### config.mk
export PLATFORM = sky130hd
export DESIGN_NAME = seg_scan
export DESIGN_NICKNAME = d
export VERILOG_FILES = /design/src/rtl/seg_pkg.sv /design/src/rtl/seg_hex7.sv /design/src/rtl/seg_scan.sv
export SDC_FILE = /design/constraint.sdc
export NUM_CORES = 1
export LEC_CHECK = 0
export BUFFER_PORTS_ARGS = -buffer_cell sky130_fd_sc_hd__buf_4
export CAP_MARGIN = 20
export CORE_UTILIZATION = 50
export CTS_CLUSTER_SIZE = 25
export DETAILED_ROUTE_END_ITERATION = 8
export PLACE_DENSITY = 0.79
export SYNTH_ARGS = -nofsm -noshare
export SYNTH_HDL_FRONTEND = slang
export SYNTH_SLANG_ARGS = --single-unit
export TNS_END_PERCENT = 20
### constraint.sdc
create_clock -name i_clk -period 2.81 [get_ports i_clk]
set_clock_uncertainty 0.1 [all_clocks]
set_input_delay 0.1405 -clock i_clk [delete_from_list [all_inputs] [get_ports i_clk]]
set_output_delay 0.1405 -clock i_clk [all_outputs]
set_load 0.01 [all_outputs]
### src/rtl/seg_pkg.sv
// Shared constants for the seven-segment scanner: digit geometry and the hex glyph table.
package seg_pkg;

  localparam int unsigned NDIGITS = 8;
  localparam int unsigned IDX_W   = 3;
  localparam int unsigned NIB_W   = 4;
  localparam int unsigned SEG_W   = 8;

  localparam logic [SEG_W-1:0] SEG_BLANK = 8'hFF;

  // Active-low gfedcba glyphs, entry k is the pattern for hex digit k.
  localparam logic [15:0][6:0] HEX7_LUT = {
    7'h0E, 7'h06, 7'h21, 7'h46, 7'h03, 7'h08, 7'h10, 7'h00,
    7'h78, 7'h02, 7'h12, 7'h19, 7'h30, 7'h24, 7'h79, 7'h40
  };

endpackage

### src/rtl/seg_hex7.sv
// Combinational nibble to active-low seven-segment (gfedcba) decoder.
module seg_hex7
  import seg_pkg::*;
(
  input  logic [NIB_W-1:0] nib_i,
  output logic [6:0]       seg_c_o
);

  assign seg_c_o = HEX7_LUT[nib_i];

endmodule

### src/rtl/seg_scan.sv
// Double-buffered 8-digit multiplexed seven-segment scanner with frame-aligned commit.
// Optional build macro SEG_BLANK_LEADING_ZEROS_EN blanks digits above the leading nonzero nibble.
module seg_scan
  import seg_pkg::*;
#(
  parameter int unsigned DIV = 2500
) (
  input  logic                     i_clk,
  input  logic                     i_rst,
  input  logic                     i_we,
  input  logic [NDIGITS*NIB_W-1:0] i_data,
  input  logic [NDIGITS-1:0]       i_dp,
  output logic [NDIGITS-1:0]       o_ctl,
  output logic [SEG_W-1:0]         o_disp,
  output logic                     o_pending,
  output logic                     o_frame
);

  localparam int unsigned CNT_W  = $clog2(DIV);
  localparam int unsigned DATA_W = NDIGITS * NIB_W;
  localparam logic [CNT_W-1:0] CNT_MAX  = CNT_W'(DIV - 1);
  localparam logic [IDX_W-1:0] IDX_LAST = IDX_W'(NDIGITS - 1);

  logic [CNT_W-1:0]   cnt_q, cnt_d;
  logic [IDX_W-1:0]   idx_q, idx_d;
  logic [DATA_W-1:0]  shadow_q, shadow_d;
  logic [NDIGITS-1:0] shadow_dp_q, shadow_dp_d;
  logic [DATA_W-1:0]  disp_q, disp_d;
  logic [NDIGITS-1:0] disp_dp_q, disp_dp_d;
  logic               pending_q, pending_d;
  logic [NDIGITS-1:0] ctl_q, ctl_d;
  logic [SEG_W-1:0]   seg_q, seg_d;
  logic               frame_q, frame_d;

  logic               slot_end_c;
  logic               commit_c;
  logic               blank_c;
  logic [NIB_W-1:0]   nib_c;
  logic [6:0]         glyph_c;

  seg_hex7 u_hex7 (
    .nib_i   (nib_c),
    .seg_c_o (glyph_c)
  );

  // Digit currently addressed by the scan, and whether it is a suppressed leading zero.
  always_comb begin
    nib_c = disp_q[{idx_q, 2'b00} +: NIB_W];
`ifdef SEG_BLANK_LEADING_ZEROS_EN
    blank_c = (idx_q != '0) && ((disp_q >> {idx_q, 2'b00}) == '0);
`else
    blank_c = 1'b0;
`endif
  end

  always_comb begin
    cnt_d       = cnt_q + CNT_W'(1);
    idx_d       = idx_q;
    shadow_d    = shadow_q;
    shadow_dp_d = shadow_dp_q;
    disp_d      = disp_q;
    disp_dp_d   = disp_dp_q;
    pending_d   = pending_q;
    ctl_d       = SEG_BLANK;
    seg_d       = SEG_BLANK;
    frame_d     = 1'b0;

    slot_end_c = (cnt_q == CNT_MAX);
    commit_c   = slot_end_c && (idx_q == IDX_LAST);

    if (slot_end_c) begin
      cnt_d = '0;
      idx_d = idx_q + IDX_W'(1);
    end

    // Commit reads the old shadow; a same-cycle write refills it and keeps pending set.
    if (commit_c) begin
      frame_d   = 1'b1;
      pending_d = 1'b0;
      if (pending_q) begin
        disp_d    = shadow_q;
        disp_dp_d = shadow_dp_q;
      end
    end

    if (i_we) begin
      shadow_d    = i_data;
      shadow_dp_d = i_dp;
      pending_d   = 1'b1;
    end

    // First cycle of each slot keeps every digit dark to avoid ghosting.
    if (cnt_q != '0) begin
      ctl_d = ~(NDIGITS'(1) << idx_q);
    end

    if (!blank_c) begin
      seg_d = {~disp_dp_q[idx_q], glyph_c};
    end
  end

  always_ff @(posedge i_clk or negedge i_rst) begin
    if (!i_rst) begin
      cnt_q       <= '0;
      idx_q       <= '0;
      shadow_q    <= '0;
      shadow_dp_q <= '0;
      disp_q      <= '0;
      disp_dp_q   <= '0;
      pending_q   <= 1'b0;
      ctl_q       <= SEG_BLANK;
      seg_q       <= SEG_BLANK;
      frame_q     <= 1'b0;
    end else begin
      cnt_q       <= cnt_d;
      idx_q       <= idx_d;
      shadow_q    <= shadow_d;
      shadow_dp_q <= shadow_dp_d;
      disp_q      <= disp_d;
      disp_dp_q   <= disp_dp_d;
      pending_q   <= pending_d;
      ctl_q       <= ctl_d;
      seg_q       <= seg_d;
      frame_q     <= frame_d;
    end
  end

  assign o_ctl     = ctl_q;
  assign o_disp    = seg_q;
  assign o_pending = pending_q;
  assign o_frame   = frame_q;

endmodule
==> impl_results.md, run 1 <==
* # H-tree levels at 4
* Final setup fails at 0
* EDFF count, synth at 0
* ANT cells at 0
* Synth Flop Type: dfrtp_1
* Post-synthesis async set-or-reset flop share at 1.00
* Worst VDD drop at approximately 0.00040 V
* Global-route wire length before repair at 15,900 um
* Max_cap viols at 0
* Gr ovfl total at 0
* Worst-skew pair later-pin latency at around 0.51 ns
* CP required at around 3.1 ns
* 1st-iter DRT viols at between 100 and 150
* Most common cell after layout, fill and taps aside: dfrtp_1
* Clock tree buffer depth at 2
* Syn Std Cell Area at between 4000 and 5000 um^2
* CP Launch Type: register
* Gate Count Post-Synth at between 300 and 400
* Setup_tns at 0 ns
* Clk slew on worst S/H paths at approximately 0.05 ns
* Full die area at 10,200 um^2
* Routability cong. at between 0.8 and 0.9
* Hold Crit Class: input port to async pin
* Final period demand of the worst path at between 2 and 2.5 ns
* Measured slew at the worst slew-check pin at approximately 0.63 ns
* Number of synthesis warnings at 0
* Achievable Freq at between 0.4 and 0.5 GHz
* Static Leak at 0.00304 uW
* Final Hold Viols at 0
* Vias in the first global route at 3,218
* Fin. max-slew vios at 0
* Crit end category: register
* DRT antenna net count at 0
* Core area at between 9000 and 10,000 um^2
* Clock sink count at about 110
* Std cell rows at 35
* Routed length per instance at ~16 um
* Yosys cell types at 39
* NumNets Final at just under 500
* Dpl cells at about 500
* Starting Density at 0.521
* Share of cells above drive strength 1 at 0.452
* RSZ-0062 raised after global routing: false
* Clk root buf: clkbuf_8
* Drt drc at 0
* I/O pin count at slightly above 60
* Antenna violations before repair at 0
* Yosys reg bits at around 110
* Worst Path Arrival at 2.70 ns
* CTS tree: built
* Number of CTS-inserted buffers at 17
* Post-Syn Area per Cell at ~15 um^2
* Final wirelength at between 9000 and 10,000 um
* Drt via density at ~5.2
* Die Span Y at roughly 100 um
* Finished Layout Cells at around 580
* Worst setup path class: register to register
* Port buffer count at 60
* Die X at ~100 um
* Postcts setup bufs at 0
* GRT Total Usage at 0.214
* Syn-to-layout area delta at 32.9%
* Post-Syn Nets at 380
* Largest net degree at the start of global routing at 65
* Crit-path max FO at 7
* Sequential area share after synthesis at 0.583
* TritonRoute pass-1 iters at 4
* PD cells at around 620 nW/um^2
* Final period utilization at 0.858
* Routed vias at 2,996
* Worst slew margin at 0.577
* Hpwl dp at 5940 um
* Status: complete, no violations
* Most frequent cells in the layout: dfrtp_1 (97), mux2_2 (81), buf_4 (65)
==> where the power goes <==
| group | leakage [uW] | total (uW) | switching, uW | internal (uW) |
|---|---|---|---|---|
| Sequential | 0.00141 | 1720 | 32.9 | 1690 |
| Clock | 0.000284 | 2130 | 736 | 1400 |
| Combinational | 0.00135 | 201 | 73.4 | 127 |
==> synth_stat cells (all sizes together) (8+ instances only) <==
| master | number | share of area |
|---|---|---|
| nor2 | 11 | 0.0085 |
| nand3 | 9 | 0.0092 |
| dfrtp | 97 | 0.50 |
| buf | 12 | 0.018 |
| xnor2 | 8 | 0.014 |
| ha | 14 | 0.036 |
| mux2i | 10 | 0.026 |
| mux2 | 83 | 0.19 |
| nand2 | 9 | 0.0069 |
| inv | 11 | 0.0085 |
| mux4 | 10 | 0.051 |
| dfstp | 16 | 0.086 |
==> state kept, by name, indices dropped and copies added (netlist names) <==
register	cells
cnt_q	12
disp_dp_q	8
disp_q	32
idx_q	3
o_ctl	8
o_disp	8
o_frame	1
o_pending	1
shadow_dp_q	8
shadow_q	32
==> stage by stage <==
step | hold slack (ns) | worst slack, ns | instance area (um^2) | power (uW) | utilization
after CTS | 0.0518 | 0.453 | 6490 | 4090 | 0.693
after detailed placement | 0.0963 | 0.469 | 5480 | 1900 | 0.585
after global routing | 0.0762 | 0.332 | 6490 | 4200 | 0.693
after floorplan | -0.255 | 0.439 | 4880 | 1800 | -
after global placement | 0.0943 | 0.559 | 5480 | 1900 | 0.585
final | 0.0750 | 0.400 | 6490 | 4060 | 0.693
==> final cells by class <==
type	instances	area, um^2
repair buffers	108	938
fillers	656	2880
multi-input cells	185	1900
well taps	129	161
flip-flops and latches	113	2850
clock inverters	12	156
clock buffers	20	445
inverters	11	41.3
==> timing repair <==
action,in CTS,in global routing
resized for setup,0,0
endpoints found under the hold margin,89,0
hold buffers,41,0
endpoints found under the setup margin,0,0
==> final timing paths <==
| check | start | to | slack (ns) | cells after the start |
|---|---|---|---|---|
| setup reg to reg | idx_q[0]$_DFFE_PN0N_ | o_disp[2]$_DFF_PN1_ | 0.40 | 5 |
| max in group asynchronous | i_rst | disp_q[17]$_DFFE_PN0P_ | 1.78 | 3 |
| min in group i_clk | i_we | o_pending$_DFFE_PN0P_ | 0.08 | 2 |
| setup / recovery | idx_q[0]$_DFFE_PN0N_ | o_disp[2]$_DFF_PN1_ | 0.40 | 5 |
| hold reg to reg | shadow_q[20]$_DFFE_PN0P_ | disp_q[20]$_DFFE_PN0P_ | 0.40 | 1 |
| hold / removal | i_rst | cnt_q[2]$_DFF_PN0_ | 0.08 | 2 |
==> per-layer routing <==
layer  track usage  routed length (um)  up-vias
li1              -                   -     1386
met3        0.0735                 337       12
met4        0.0736                 119        0
met5             0                   0        -
met2         0.356                5010       62
met1         0.261                4000     1536
==> cells by family (layout without fill, tap and decap cells) <==
family / after synthesis / count (layout) / synth area share
AOI/OAI and AO/OA: 9 / 9 / 0.0126
xor gates and xnor gates: 12 / 12 / 0.0215
adders and majority gates: 14 / 14 / 0.0359
buffers and inverters: 25 / 151 / 0.0282
DFF: 113 / 113 / 0.583
muxes: 103 / 103 / 0.269
and+or+nand+nor: 47 / 47 / 0.0502
==> critical path: stages (launching register included) <==
cell and delay (ns):
dfrtp_1 0.52, mux4_1 0.59, mux2i_1 0.29, inv_1 0.14
ha_1 0.29, o31ai_1 0.37
No activity file was read; power rests on OpenSTA's default activity.
==> inputs of run 2 (changes only) <==
--- a/config.mk
+++ b/config.mk
@@ -7,10 +7,12 @@
 export LEC_CHECK = 0
 export BUFFER_PORTS_ARGS = -buffer_cell sky130_fd_sc_hd__buf_4
 export CAP_MARGIN = 20
-export CORE_UTILIZATION = 50
+export CELL_PAD_IN_SITES_DETAIL_PLACEMENT = 0
+export CELL_PAD_IN_SITES_GLOBAL_PLACEMENT = 1
+export CORE_UTILIZATION = 48
 export CTS_CLUSTER_SIZE = 25
 export DETAILED_ROUTE_END_ITERATION = 8
-export PLACE_DENSITY = 0.79
+export PLACE_DENSITY = 0.88
 export SYNTH_ARGS = -nofsm -noshare
 export SYNTH_HDL_FRONTEND = slang
 export SYNTH_SLANG_ARGS = --single-unit
==> run 2 against run 1 <==
Combinational power barely moved. Sequential power barely moved. Utilization fell by 3.6 points. Total power fell by 4.0%. Design area fell by 0.62%. Register-to-register slack improved by 0.02 ns. Sequential share of layout area rose by 0.27 points. First-iteration DRC count fell by 33%. Largest cell class unchanged. Non-clock buffer count rose by 1. Via count fell by 0.73%. Clock power fell by 8%.
==> impl_results.md, run 2 (synthesized netlist as in run 1, its figures left out) <==
* Status: complete, no violations
* Routability cong. at 0.873
* Port buffer count at 60
* CP Launch Type: register
* # resized after CTS at 0
* Clk slew on worst S/H paths at 0.05 ns
* Clk root buf: clkbuf_8
* Postcts setup bufs at 0
* Most frequent cells in the layout: dfrtp_1 (97), mux2_2 (81), buf_4 (66)
* Clock sink count at between 100 and 150
* Final period demand of the worst path at 2.39 ns
* TritonRoute pass-1 iters at 4
* Gr ovfl total at 0
* Starting Density at 0.497
* Fin. max-slew vios at 0
* Pre-CTS setup slack at between 0.4 and 0.5 ns
* Biggest regs: disp_q x32, shadow_q x32, cnt_q x12
* Routed vias at 2,974
* Worst slew margin at 0.602
* Drt via density at 5.10
* Max_cap viols at 0
* Hpwl dp at 5690 um
* Antenna violations before repair at 0
* Static Leak at a little over 0.003 uW
* RSZ-0062 raised after global routing: false
* Dpl cells at 510
* Syn-to-layout area delta at 32.1%
* Clock tree buffer depth at 2
* Final setup fails at 0
* Achievable Freq at between 0.4 and 0.5 GHz
* Std cell rows at 36
* DRT antenna net count at 0
* Crit-path max FO at 8
* Most common cell after layout, fill and taps aside: dfrtp_1
* Die Span Y at roughly 100 um
* Vias in the first global route at approximately 3,000
* 1st-iter DRT viols at 84
* Largest net degree at the start of global routing at between 100 and 150
* Worst R2R Start: idx_q[0]$_DFFE_PN0N_
* CTS Hold Bufs at 41
* Launch point of the worst path: idx_q[0]$_DFFE_PN0N_
* Final Cell Area at between 6000 and 7000 um^2
* Worst-skew pair later-pin latency at 0.51 ns
* Full die area at roughly 11,000 um^2
* # H-tree levels at 4
* GRT Total Usage at 0.198
* I/O pin count at 61
* Routed length per instance at around 16 um
* Number of CTS-inserted buffers at 17
* Final Hold Viols at 0
* Final wirelength at about 9000 um
* Final period utilization at 0.850
* Hold Crit Class: input port to register
* Drt drc at 0
* ANT cells at 0
* Area after DPL at between 5000 and 6000 um^2
* CP required at around 3.1 ns
* CTS tree: built
* Post-Route Utilization at 0.657
* PD cells at between 600 and 700 nW/um^2
* Share of cells above drive strength 1 at 0.442
* Core area at 9820 um^2
* Die X at ~100 um
* Setup_tns at 0 ns
* Worst VDD drop at ~0.00042 V
* Crit end category: register
* NumNets Final at a little under 500
* Final WS setup at 0.421 ns
* Worst Path Arrival at roughly 2.7 ns
* Measured slew at the worst slew-check pin at approximately 0.6 ns
* Worst setup path class: register to register
* Global-route wire length before repair at 15,200 um
* Finished Layout Cells at about 580
* Min-delay src: i_we
-- run 2: final timing paths --
check	to	slack [ns]	cells past startpoint
max in group asynchronous	shadow_dp_q[0]$_DFFE_PN0P_	2.02	3
min	o_pending$_DFFE_PN0P_	0.08	2
max reg2reg	o_disp[4]$_DFF_PN1_	0.42	6
min in group asynchronous	cnt_q[9]$_DFF_PN0_	0.13	3
max	o_disp[4]$_DFF_PN1_	0.42	6
min reg2reg	disp_dp_q[5]$_DFFE_PN0P_	0.39	1
-- run 2: report_power, final --
| group | switching [uW] | internal, uW |
|---|---|---|
| clock | 673 | 1300 |
| sequential | 33.2 | 1690 |
| combinational | 73.9 | 127 |
| total | 780 | 3110 |
-- run 2: cell type report --
class | instances | area, um^2
Fill cell | 722 | 3370
Sequential cell | 113 | 2850
Multi-Input combinational cell | 185 | 1900
Timing Repair Buffer | 109 | 946
Clock buffer | 25 | 464
Tap cell | 133 | 166
Clock inverter | 7 | 85.1
Inverter | 11 | 41.3
-- run 2: metrics by stage --
| stage | hold WS, ns | total power, uW |
|---|---|---|
| final | 0.0834 | 3890 |
| after global routing | 0.0823 | 4040 |
| after global placement | 0.162 | 1900 |
| after detailed placement | 0.164 | 1910 |
| after CTS | 0.0720 | 3930 |
| after floorplan | -0.255 | 1800 |
-- run 2: critical path, cell delays in order, from the launching register on --
cell	delay [ns]
dfrtp_1	0.57
mux4_1	0.61
mux2i_1	0.20
inv_1	0.11
ha_1	0.22
mux2_2	0.27
o21ai_0	0.22
-- run 2: per-layer routing --
layer | routed length, um | vias up | GRT usage
met4 | 157 | 0 | 0.0813
met3 | 345 | 18 | 0.0583
li1 | - | 1385 | -
met1 | 4040 | 1499 | 0.254
met5 | 0 | - | 0
met2 | 4680 | 72 | 0.319
